<file path="config.mk">
export PLATFORM = sky130hd
export DESIGN_NAME = multicycle_control_flat
export DESIGN_NICKNAME = d
export VERILOG_FILES = /design/src/rtl/multicycle_control_if.sv /design/src/rtl/multicycle_control.sv /design/src/flat_wrapper.sv
export SDC_FILE = /design/constraint.sdc
export NUM_CORES = 1
export LEC_CHECK = 0
export BUFFER_PORTS_ARGS = -buffer_cell sky130_fd_sc_hd__buf_2
export CAP_MARGIN = 20
export CORE_MARGIN = 4
export CORE_UTILIZATION = 48
export DETAILED_ROUTE_END_ITERATION = 6
export PLACE_DENSITY = 0.75
export SLEW_MARGIN = 20
export SYNTH_ARGS = -nofsm -noshare
export SYNTH_HDL_FRONTEND = slang
export SYNTH_SLANG_ARGS = --single-unit
</file>
<file path="constraint.sdc">
create_clock -name i_clk -period 3.9 [get_ports i_clk]
set_input_delay 0.585 -clock i_clk [delete_from_list [all_inputs] [get_ports i_clk]]
set_output_delay 0.585 -clock i_clk [all_outputs]
set_load 0.01 [all_outputs]
</file>
<file path="src/rtl/multicycle_control_if.sv">
// Bundles the datapath status inputs and control outputs of the multicycle controller.
// The master modport is the datapath side; the slave modport is the controller itself.
interface multicycle_control_if #(
  parameter int RETIRE_W = 16
);
  logic [5:0]          op;
  logic [5:0]          funct;
  logic                zero;
  logic                mem_ready;
  logic                pc_write;
  logic                iord;
  logic                mem_read;
  logic                mem_write;
  logic                ir_write;
  logic                reg_dst;
  logic                reg_write;
  logic                memto_reg;
  logic                alu_src_a;
  logic [1:0]          alu_src_b;
  logic [2:0]          alu_control;
  logic [1:0]          pc_source;
  logic                err;
  logic [3:0]          state;
  logic [RETIRE_W-1:0] retired;

  modport master (
    output op, funct, zero, mem_ready,
    input  pc_write, iord, mem_read, mem_write, ir_write, reg_dst, reg_write,
           memto_reg, alu_src_a, alu_src_b, alu_control, pc_source, err, state, retired
  );

  modport slave (
    input  op, funct, zero, mem_ready,
    output pc_write, iord, mem_read, mem_write, ir_write, reg_dst, reg_write,
           memto_reg, alu_src_a, alu_src_b, alu_control, pc_source, err, state, retired
  );
endinterface

</file>
<file path="src/rtl/multicycle_control.sv">
// Multicycle MIPS-style control FSM with memory-wait timeout, sticky error state
// and a retired-instruction counter.
module multicycle_control #(
  parameter int TIMEOUT   = 16,
  parameter int TIMEOUT_W = 8,
  parameter int RETIRE_W  = 16
) (
  input logic                  i_clk,
  input logic                  i_rst_n,
  multicycle_control_if.slave  bus
);

  typedef enum logic [3:0] {
    S_FETCH  = 4'd0,
    S_DECODE = 4'd1,
    S_MEMADR = 4'd2,
    S_MEMRD  = 4'd3,
    S_MEMWB  = 4'd4,
    S_MEMWR  = 4'd5,
    S_REX    = 4'd6,
    S_RWB    = 4'd7,
    S_BEQ    = 4'd8,
    S_AEX    = 4'd9,
    S_AWB    = 4'd10,
    S_JMP    = 4'd11,
    S_ERR    = 4'd12
  } state_t;

  localparam bit                 LP_TO_EN = (TIMEOUT > 0);
  localparam logic [TIMEOUT_W-1:0] LP_LAST = TIMEOUT_W'((TIMEOUT > 0) ? TIMEOUT - 1 : 0);

  state_t                r_state;
  state_t                w_next;
  logic [TIMEOUT_W-1:0]  r_wait;
  logic [TIMEOUT_W-1:0]  w_wait_next;
  logic [RETIRE_W-1:0]   r_retired;
  logic                  w_retire;
  logic                  w_mem_state;
  logic                  w_mem_wait;
  logic                  w_timeout;

  logic       w_pc_write, w_iord, w_mem_read, w_mem_write, w_ir_write;
  logic       w_reg_dst, w_reg_write, w_memto_reg, w_alu_src_a, w_err;
  logic [1:0] w_alu_src_b, w_pc_source;
  logic [2:0] w_alu_control;

  function automatic logic funct_legal(input logic [5:0] f);
    case (f)
      6'b100000, 6'b100010, 6'b100100, 6'b100101, 6'b101010: funct_legal = 1'b1;
      default:                                               funct_legal = 1'b0;
    endcase
  endfunction

  function automatic logic [2:0] funct_alu(input logic [5:0] f);
    case (f)
      6'b100000: funct_alu = 3'b010;
      6'b100010: funct_alu = 3'b110;
      6'b100100: funct_alu = 3'b000;
      6'b100101: funct_alu = 3'b001;
      6'b101010: funct_alu = 3'b111;
      default:   funct_alu = 3'b000;
    endcase
  endfunction

  // The wait counter only runs while a memory access is pending.
  assign w_mem_state = (r_state == S_FETCH) || (r_state == S_MEMRD) || (r_state == S_MEMWR);
  assign w_mem_wait  = w_mem_state && !bus.mem_ready;
  assign w_timeout   = LP_TO_EN && w_mem_wait && (r_wait == LP_LAST);
  assign w_wait_next = w_mem_wait ? (r_wait + TIMEOUT_W'(1)) : '0;

  // State, wait counter and retire counter registers.
  always_ff @(posedge i_clk or negedge i_rst_n) begin
    if (!i_rst_n) begin
      r_state   <= S_FETCH;
      r_wait    <= '0;
      r_retired <= '0;
    end else begin
      r_state <= w_next;
      r_wait  <= w_wait_next;
      if (w_retire) begin
        r_retired <= r_retired + RETIRE_W'(1);
      end else begin
        r_retired <= r_retired;
      end
    end
  end

  // Next-state and Moore output decode.
  always_comb begin
    w_next        = r_state;
    w_retire      = 1'b0;
    w_pc_write    = 1'b0;
    w_iord        = 1'b0;
    w_mem_read    = 1'b0;
    w_mem_write   = 1'b0;
    w_ir_write    = 1'b0;
    w_reg_dst     = 1'b0;
    w_reg_write   = 1'b0;
    w_memto_reg   = 1'b0;
    w_alu_src_a   = 1'b0;
    w_alu_src_b   = 2'b00;
    w_alu_control = 3'b000;
    w_pc_source   = 2'b00;
    w_err         = 1'b0;
    case (r_state)
      S_FETCH: begin
        w_mem_read    = 1'b1;
        w_alu_src_b   = 2'b01;
        w_alu_control = 3'b010;
        // Reset holds the FSM here; memory completion must not load PC/IR then.
        w_ir_write    = bus.mem_ready & i_rst_n;
        w_pc_write    = bus.mem_ready & i_rst_n;
        if (bus.mem_ready) begin
          w_next = S_DECODE;
        end else if (w_timeout) begin
          w_next = S_ERR;
        end else begin
          w_next = S_FETCH;
        end
      end
      S_DECODE: begin
        w_alu_src_b   = 2'b11;
        w_alu_control = 3'b010;
        case (bus.op)
          6'b100011, 6'b101011: w_next = S_MEMADR;
          6'b000000:            w_next = funct_legal(bus.funct) ? S_REX : S_ERR;
          6'b000100:            w_next = S_BEQ;
          6'b001000:            w_next = S_AEX;
          6'b000010:            w_next = S_JMP;
          default:              w_next = S_ERR;
        endcase
      end
      S_MEMADR, S_AEX: begin
        w_alu_src_a   = 1'b1;
        w_alu_src_b   = 2'b10;
        w_alu_control = 3'b010;
        if (r_state == S_AEX) begin
          w_next = S_AWB;
        end else if (bus.op == 6'b100011) begin
          w_next = S_MEMRD;
        end else begin
          w_next = S_MEMWR;
        end
      end
      S_MEMRD: begin
        w_mem_read = 1'b1;
        w_iord     = 1'b1;
        if (bus.mem_ready) begin
          w_next = S_MEMWB;
        end else if (w_timeout) begin
          w_next = S_ERR;
        end else begin
          w_next = S_MEMRD;
        end
      end
      S_MEMWR: begin
        w_mem_write = 1'b1;
        w_iord      = 1'b1;
        if (bus.mem_ready) begin
          w_next   = S_FETCH;
          w_retire = 1'b1;
        end else if (w_timeout) begin
          w_next = S_ERR;
        end else begin
          w_next = S_MEMWR;
        end
      end
      S_MEMWB: begin
        w_reg_write = 1'b1;
        w_memto_reg = 1'b1;
        w_next      = S_FETCH;
        w_retire    = 1'b1;
      end
      S_AWB: begin
        w_reg_write = 1'b1;
        w_next      = S_FETCH;
        w_retire    = 1'b1;
      end
      S_RWB: begin
        w_reg_write = 1'b1;
        w_reg_dst   = 1'b1;
        w_next      = S_FETCH;
        w_retire    = 1'b1;
      end
      S_REX: begin
        w_alu_src_a   = 1'b1;
        w_alu_control = funct_alu(bus.funct);
        w_next        = S_RWB;
      end
      S_BEQ: begin
        w_alu_src_a   = 1'b1;
        w_alu_control = 3'b110;
        w_pc_source   = 2'b01;
        w_pc_write    = bus.zero;
        w_next        = S_FETCH;
        w_retire      = 1'b1;
      end
      S_JMP: begin
        w_pc_source = 2'b10;
        w_pc_write  = 1'b1;
        w_next      = S_FETCH;
        w_retire    = 1'b1;
      end
      S_ERR: begin
        w_err  = 1'b1;
        w_next = S_ERR;
      end
      default: begin
        w_err  = 1'b1;
        w_next = S_ERR;
      end
    endcase
  end

  assign bus.pc_write    = w_pc_write;
  assign bus.iord        = w_iord;
  assign bus.mem_read    = w_mem_read;
  assign bus.mem_write   = w_mem_write;
  assign bus.ir_write    = w_ir_write;
  assign bus.reg_dst     = w_reg_dst;
  assign bus.reg_write   = w_reg_write;
  assign bus.memto_reg   = w_memto_reg;
  assign bus.alu_src_a   = w_alu_src_a;
  assign bus.alu_src_b   = w_alu_src_b;
  assign bus.alu_control = w_alu_control;
  assign bus.pc_source   = w_pc_source;
  assign bus.err         = w_err;
  assign bus.state       = r_state;
  assign bus.retired     = r_retired;

endmodule
</file>
<file path="src/flat_wrapper.sv">
// flat-port wrapper written by rule: the top's interface ports become plain ports
module multicycle_control_flat 
#(
  parameter int TIMEOUT   = 16,
  parameter int TIMEOUT_W = 8,
  parameter int RETIRE_W  = 16
)
  (i_clk, i_rst_n, bus_op, bus_funct, bus_zero, bus_mem_ready, bus_pc_write, bus_iord, bus_mem_read, bus_mem_write, bus_ir_write, bus_reg_dst, bus_reg_write, bus_memto_reg, bus_alu_src_a, bus_alu_src_b, bus_alu_control, bus_pc_source, bus_err, bus_state, bus_retired);
  multicycle_control_if #(.RETIRE_W(RETIRE_W)) bus_i ();
  input logic i_clk;
  input logic i_rst_n;
  input wire logic [$bits(bus_i.op)-1:0] bus_op;
  input wire logic [$bits(bus_i.funct)-1:0] bus_funct;
  input wire logic [$bits(bus_i.zero)-1:0] bus_zero;
  input wire logic [$bits(bus_i.mem_ready)-1:0] bus_mem_ready;
  output wire logic [$bits(bus_i.pc_write)-1:0] bus_pc_write;
  output wire logic [$bits(bus_i.iord)-1:0] bus_iord;
  output wire logic [$bits(bus_i.mem_read)-1:0] bus_mem_read;
  output wire logic [$bits(bus_i.mem_write)-1:0] bus_mem_write;
  output wire logic [$bits(bus_i.ir_write)-1:0] bus_ir_write;
  output wire logic [$bits(bus_i.reg_dst)-1:0] bus_reg_dst;
  output wire logic [$bits(bus_i.reg_write)-1:0] bus_reg_write;
  output wire logic [$bits(bus_i.memto_reg)-1:0] bus_memto_reg;
  output wire logic [$bits(bus_i.alu_src_a)-1:0] bus_alu_src_a;
  output wire logic [$bits(bus_i.alu_src_b)-1:0] bus_alu_src_b;
  output wire logic [$bits(bus_i.alu_control)-1:0] bus_alu_control;
  output wire logic [$bits(bus_i.pc_source)-1:0] bus_pc_source;
  output wire logic [$bits(bus_i.err)-1:0] bus_err;
  output wire logic [$bits(bus_i.state)-1:0] bus_state;
  output wire logic [$bits(bus_i.retired)-1:0] bus_retired;
  assign bus_i.op = bus_op;
  assign bus_i.funct = bus_funct;
  assign bus_i.zero = bus_zero;
  assign bus_i.mem_ready = bus_mem_ready;
  assign bus_pc_write = bus_i.pc_write;
  assign bus_iord = bus_i.iord;
  assign bus_mem_read = bus_i.mem_read;
  assign bus_mem_write = bus_i.mem_write;
  assign bus_ir_write = bus_i.ir_write;
  assign bus_reg_dst = bus_i.reg_dst;
  assign bus_reg_write = bus_i.reg_write;
  assign bus_memto_reg = bus_i.memto_reg;
  assign bus_alu_src_a = bus_i.alu_src_a;
  assign bus_alu_src_b = bus_i.alu_src_b;
  assign bus_alu_control = bus_i.alu_control;
  assign bus_pc_source = bus_i.pc_source;
  assign bus_err = bus_i.err;
  assign bus_state = bus_i.state;
  assign bus_retired = bus_i.retired;
  multicycle_control #(.TIMEOUT(TIMEOUT), .TIMEOUT_W(TIMEOUT_W), .RETIRE_W(RETIRE_W)) u_core (.i_clk(i_clk), .i_rst_n(i_rst_n), .bus(bus_i));
endmodule
</file>
==> results.ini, run 1 <==
[critical_path]
path_class=reg -> out
arrival_ns=1.92
critPathMaxFanout=17
critPathSlowestCell=dfrtp_1
slowest_delay_ns=0.71
cp_cell_sequence=inv_1 > nand2_1 > nor2_1 > a211o_1 > buf_2
critPathBufInv=2
worstSetupEndpointType=output port
timing.rr.end=u_core.bus.retired[1]
reg2reg_from=u_core.bus.state[1]
r2r_slack_ns=1.57
cp_top_family=flip-flops
crit_path_start_kind=register
cp.required_ns=3.31
rr_worst_depth=4

[clock_tree]
cts_buffer_depth=2
cts_tree=done
cts.htree.levels=1
cts_resized=0
root_buffer=clkbuf_8
cts_setup_buffers=0
ctsHoldBuffers=0
numCtsBuffers=3
clk_pin_slew_ns=0.09
clkLatencyLatePin_ns=0.27
clock_sinks=28

[sta]
drv_slew=0
grt_setup_unrepaired=no
fin_crit_ns=2.503
final.setup_skew_ns=0.002570
fmax_mhz=399.5
setup_violations=0
final.period_utilization_pct=64.19
tns_ns=0
worstMarginPinSlew_ns=1.077
slew_headroom_pct=28.18
whs_ns=0.3138
finalHoldViolCount=0
fin_ws_ns=1.397

[finish]
regArea_um2=700.7
fillers=356
nNetsFinal=265
area_delta_synth_final_pct=17.74
stdcell_area_mm2=0.002135
multiInputGateArea_mm2=0.001044
drive_gt1_share_pct=26.42
num_antenna_cells=0

[detailed_routing]
drt_pass1_iterations=4
wire_per_inst_um=14.22
via_per_inst=5.663
antenna_left=0
drt_wl_total_mm=4.180
drcViolationCount=0
drtIter0Drc=110
vias=1665

[floorplanning]
die_y_um=69.46
die_x_um=69.46
pin_count=53
start_util_pct=49.52
dieArea_mm2=0.004824
coreArea_mm2=0.003661
rows=22

[pwr]
power.leakage_nw=1.051
p_seq_share_pct=36.9
power_switching_mw=0.5679
ir_worst_vdd_mv=0.4205
intPower_mw=0.6973
pwr-share-comb_pct=49.2
p_clk_share_pct=13.9
pwr_density_cell_mw_per_mm2=592.7
swShare_pct=44.89

[synthesis]
ys.flop_type=dfrtp_1
synthArstFlopShare_pct=100.0
synth_nets=219
synth.cell_area_mm2=0.001813
syn-instance-count=201
ys_ff_latch=28
synth_edf_count=0
seq_area_frac_synth_pct=38.65
synth.avg_cell_area_um2=9.020
ys_types=48
yosysWarnings=0

[min_path]
min_path_type=in -> async

[run]
maxCapViolCount=0

[placed_design]
dp_slack_ns=1.614
place_hpwl_mm=3.077
io_buffers=52
place_area_mm2=0.002079
gp_congestion=0.8317

[grt]
antenna_found_initial=0
top_usage_layer=met2
grt_overflow=0
use_met3_pct=3.623
met2_usage_pct=26.69
met1_usage_pct=24.59
grt_pass1_vias=1493
grt_pass1_wl_mm=6.927
grt_util_all_layers_pct=17.29
grt_max_degree=30

[run_status]
outcome=completed

==> cell families (layout without fill, tap and decap cells) <==
group / after synthesis / in the layout / share of synthesized area (%)
xor gates and xnor gates: 22 / 22 / 10.63
and+or+nand+nor: 92 / 92 / 28.30
DFF: 28 / 28 / 38.65
adders and majority gates: 2 / 2 / 1.380
AOI/OAI and AO/OA: 39 / 39 / 15.53
buffers and inverters: 15 / 60 / 3.795
muxes: 3 / 3 / 1.725
==> routing by layer <==
metal  wire length [µm]  vias to the layer above  share of wire [%]
met3                241                        4                5.8
met2               1871                       46                 45
met1               2033                      793                 49
met5                  0                        -                  0
li1                   -                      822                  -
met4                 34                        0               0.81
==> worst max-delay path by stage <==
stage          slack, ns  depth (start not counted)                    end                 from
6_report            1.40                          5           bus_pc_write  u_core.bus.state[2]
5_1_grt             1.23                          5           bus_pc_write  u_core.bus.state[2]
4_1_cts             1.42                          5           bus_pc_write  u_core.bus.state[2]
3_5_place_dp        1.61                          4  u_core.bus.retired[1]  u_core.bus.state[1]
3_3_place_gp        1.67                          5           bus_pc_write              i_rst_n
2_1_floorplan       1.75                          5           bus_pc_write  u_core.bus.state[2]
==> stage by stage <==
stage | cells | power, mW | utilization, %
after floorplan | 201 | 0.8989 | -
after global placement | 290 | 1.086 | 56.80
after detailed placement | 290 | 1.092 | 56.80
after CTS | 294 | 1.271 | 58.30
after global routing | 294 | 1.368 | 58.30
final | 294 | 1.265 | 58.30
==> power groups by stage <==
stage               Sequential [mW]  Clock (mW)  Combinational (mW)
CTS                           0.465       0.184               0.623
global placement              0.467           0               0.618
finish                        0.467       0.176               0.623
detailed placement            0.470           0               0.621
global route                  0.483       0.199               0.687
floorplan                     0.434           0               0.465
==> cells in the mapped netlist (5+ instances only) <==
| cell | number | area, µm² |
|---|---|---|
| a21oi_1 | 13 | 65.06 |
| nor3_1 | 8 | 40.04 |
| nor4b_1 | 5 | 43.79 |
| nand3_1 | 7 | 35.03 |
| nor4_1 | 7 | 43.79 |
| nand2b_1 | 5 | 31.28 |
| nand2_1 | 16 | 60.06 |
| o21ai_0 | 6 | 30.03 |
| xor2_1 | 18 | 157.7 |
| clkbuf_1 | 5 | 18.77 |
| dfrtp_1 | 28 | 700.7 |
| nor2_1 | 19 | 71.32 |
==> cell usage in the layout, fill, tap and decap left out, drive strengths merged, types with 3 or more instances in the layout <==
cell     count
xor2        18
o21ai        6
nand2b       5
clkbuf       4
nor2        19
a21oi       13
o2111ai      3
nand2       16
or3          3
nor4b        6
nand3        7
buf         52
nor4         7
nor3         8
and4         3
or2          3
inv          4
xnor2        4
dfrtp       28
nor3b        3
or4          3
==> registers in the layout, summed over array words and instances, names as in the netlist <==
signal and cells:
u_core.bus.retired 16, u_core.r_wait 8, u_core.bus.state 4
==> area by class of cell <==
cell class / instances / area share (%)
repair buffers: 52 / 12.19
inverters: 4 / 0.7034
well taps: 48 / 2.814
clock buffers: 4 / 2.579
flip-flops and latches: 28 / 32.83
multi-input cells: 158 / 48.89
Note: power is estimated with default switching activity, not from simulation.
==> inputs of run 2 (changes only) <==
--- a/config.mk
+++ b/config.mk
@@ -5,12 +5,13 @@
 export SDC_FILE = /design/constraint.sdc
 export NUM_CORES = 1
 export LEC_CHECK = 0
+export ABC_AREA = 1
 export BUFFER_PORTS_ARGS = -buffer_cell sky130_fd_sc_hd__buf_2
 export CAP_MARGIN = 20
 export CORE_MARGIN = 4
 export CORE_UTILIZATION = 48
 export DETAILED_ROUTE_END_ITERATION = 6
-export PLACE_DENSITY = 0.75
+export PLACE_DENSITY = 0.77
 export SLEW_MARGIN = 20
 export SYNTH_ARGS = -nofsm -noshare
 export SYNTH_HDL_FRONTEND = slang
==> constraint.sdc (replaced) <==
create_clock -name i_clk -period 2.27 [get_ports i_clk]
set_input_delay 0.3405 -clock i_clk [delete_from_list [all_inputs] [get_ports i_clk]]
set_output_delay 0.3405 -clock i_clk [all_outputs]
set_load 0.01 [all_outputs]
==> run 2 against run 1 <==
  * Clock skew is 0.00062 ns lower
  * Worst hold slack lost 0.23 ns
  * Routed wire length rose by 10%
  * First-iteration DRC count up 20%
  * Clock power rose by 74%
  * Critical path depth up 2
  * Critical endpoint unchanged
  * Cell count rose by 37%
  * Global-route usage grew 1.4 points
  * Die area grew 9.0%
  * Synthesized area grew 10%
  * Non-clock buffer count is 1 higher
  * Worst setup slack worse by 1.2 ns
==> results.ini, run 2 <==
[clock_tree]
clkLatencyLatePin_ns=0.27  ; about the same
cts_setup_buffers=0  ; unchanged
cts_resized=0  ; unchanged
ctsHoldBuffers=0  ; unchanged
root_buffer=clkbuf_8
numCtsBuffers=3  ; unchanged
cts_buffer_depth=2  ; unchanged
cts_tree=done
cts.htree.levels=1  ; unchanged
clock_sinks=28  ; unchanged
clk_pin_slew_ns=0.09  ; about the same

[floorplanning]
die_y_um=72.52  ; +4.4%
coreArea_mm2=0.004000  ; +9.3%
start_util_pct=49.95  ; +0.43 points
rows=23  ; +4.5%
die_x_um=72.52  ; +4.4%
pin_count=53  ; unchanged
dieArea_mm2=0.005259  ; +9.0%

[run_status]
outcome=completed

[pwr]
pwr_density_cell_mw_per_mm2=828.8  ; +40%
power_switching_mw=0.8999  ; +58%
swShare_pct=46.06  ; +1.2 points
intPower_mw=1.054  ; +51%
power.leakage_nw=1.345  ; +28%
pwr-share-comb_pct=49.2  ; about the same
ir_worst_vdd_mv=0.5919  ; +41%
p_seq_share_pct=35.1  ; -1.8 points
p_clk_share_pct=15.7  ; +1.8 points

[sta]
final.setup_skew_ns=0.001946  ; -0.0006247 ns
final.period_utilization_pct=89.31
tns_ns=0  ; unchanged
drv_slew=0  ; unchanged
finalHoldViolCount=0  ; unchanged
fin_crit_ns=2.027
grt_setup_unrepaired=no
fmax_mhz=493.3
worstMarginPinSlew_ns=0.3980  ; -0.6792 ns
setup_violations=0  ; unchanged
slew_headroom_pct=73.26  ; +45 points

[grt]
grt_pass1_vias=1891  ; +27%
grt_util_all_layers_pct=18.66  ; +1.4 points
grt_overflow=0  ; unchanged
antenna_found_initial=0  ; unchanged
grt_pass1_wl_mm=7.983  ; +15%
grt_max_degree=29  ; -3.3%

[synthesis]
synth_area_leaders=dfrtp_1 (35%), nand2_1 (16%), nor2_1 (9.6%), inv_1 (7.9%), nand3_1 (6.3%)
synth.cell_area_mm2=0.001998  ; +10%
syn-instance-count=298  ; +48%
ys_top_cells_by_count=nand2_1 (86), nor2_1 (51), inv_1 (42), dfrtp_1 (28), nand3_1 (25)
synthArstFlopShare_pct=100.0  ; unchanged
ys_types=29  ; -40%
synth_nets=316  ; +44%
synth.avg_cell_area_um2=6.705  ; -26%
yosysMostFrequentCell=nand2_1
synth_edf_count=0  ; unchanged
yosysWarnings=0  ; unchanged
seq_area_frac_synth_pct=35.07  ; -3.6 points
synth_area_leader_cell=dfrtp_1
synth_top_area_share_pct=35.07  ; -3.6 points
ys_ff_latch=28  ; unchanged
ys.flop_type=dfrtp_1

[detailed_routing]
antenna_left=0  ; unchanged
wire_per_inst_um=11.46  ; -19%
via_per_inst=4.911  ; -13%
drt_wl_total_mm=4.617  ; +10%
drcViolationCount=0  ; unchanged
drt_pass1_iterations=4  ; unchanged
vias=1979  ; +19%
drtIter0Drc=132  ; +20%

[finish]
largest_reg_flops=16  ; unchanged
regArea_um2=700.7  ; unchanged
drive_gt1_share_pct=22.38  ; -4.0 points
multiInputGateArea_mm2=0.001102  ; +5.6%
layout_common_cells=nand2_1 (86), buf_2 (52), nor2_1 (51)
layout.cells.non_filler=403  ; +37%
num_antenna_cells=0  ; unchanged
fillers=391  ; +9.8%
area_delta_synth_final_pct=17.97
final_common_cell=nand2_1
nNetsFinal=372  ; +40%

[placed_design]
dp.cells=399  ; +38%
io_buffers=52  ; unchanged
gp_congestion=0.8187  ; -1.6%
place_hpwl_mm=3.704  ; +20%

[run]
maxCapViolCount=0  ; unchanged

[critical_path]
cp.required_ns=1.93  ; -1.38 ns
rr_worst_depth=8  ; +4
critPathLaunch=u_core.bus.state[3]
critPathMaxFanout=7  ; -10
reg2reg_from=u_core.bus.retired[0]
path_class=reg -> out
worstSetupEndpointType=output port
crit_path_start_kind=register
arrival_ns=1.69  ; -0.23 ns

[min_path]
min_path_type=in -> async

run 2: routing by layer:
layer	up-vias	wire length [µm]	GRT usage [%]
met5	-	0	0
met4	0	32	3.689
met3	4	266	4.432
met2	46	2197	32.57
met1	887	2121	23.51
li1	1042	-	-
run 2: logic make-up (layout without fill, tap and decap cells):
logic type | after synthesis | after routing | synth area share (%)
simple gates | 186 | 186 | 40.95
fa+ha+maj | 2 | 2 | 1.252
buf+inv | 47 | 102 | 9.768
xor+xnor | 13 | 13 | 5.698
flops | 28 | 28 | 35.07
compound gates | 22 | 22 | 7.264
run 2: area by class of cell:
class                   count  share of cell area [%]
well taps                  50                   2.654
clock buffers               4                   2.335
repair buffers             53                   11.36
multi-input cells         223                   46.76
inverters                  45                   7.166
flip-flops and latches     28                   29.72
run 2: per-stage QoR:
| stage | worst slack (ns) | hold slack (ns) | instance area (µm²) | util [%] | total power, mW |
|---|---|---|---|---|---|
| 6_report | 0.2427 | 0.08531 | 2357 | 58.93 | 1.954 |
| 5_1_grt | 0.03792 | 0.1223 | 2357 | 58.93 | 2.121 |
| 4_1_cts | 0.2350 | 0.1017 | 2357 | 58.93 | 1.967 |
| 3_5_place_dp | 0.5550 | 0.4088 | 2302 | 57.55 | 1.656 |
| 3_3_place_gp | 0.6067 | 0.4084 | 2302 | 57.55 | 1.635 |
| 2_1_floorplan | 0.6889 | 0.04491 | 1998 | - | 1.386 |
run 2: worst paths after layout:
| path | end | slack [ns] |
|---|---|---|
| setup / recovery | bus_pc_write | 0.24 |
| hold / removal | u_core.bus.retired[1] | 0.09 |
| setup reg to reg | u_core.bus.retired[8] | 0.62 |
| hold reg to reg | u_core.r_wait[0] | 0.50 |
| max in group asynchronous | u_core.bus.retired[11] | 1.92 |
| min in group i_clk | u_core.bus.state[0] | 0.39 |
run 2: worst max-delay path, stage by stage, from the launching register on:
cell and delay, ns:
dfrtp_1 0.45, nor2_1 0.22, nand2_1 0.19, nor2_1 0.21, nand2_1 0.07, inv_1 0.07
a211o_1 0.08, buf_2 0.12
run 2: power by group through the flow:
stage	registers [mW]	logic (mW)	clock network [mW]
final	0.686	0.962	0.306
after global routing	0.694	1.09	0.334
after CTS	0.681	0.967	0.319
after detailed placement	0.691	0.964	0
after global placement	0.685	0.951	0
after floorplan	0.701	0.686	0
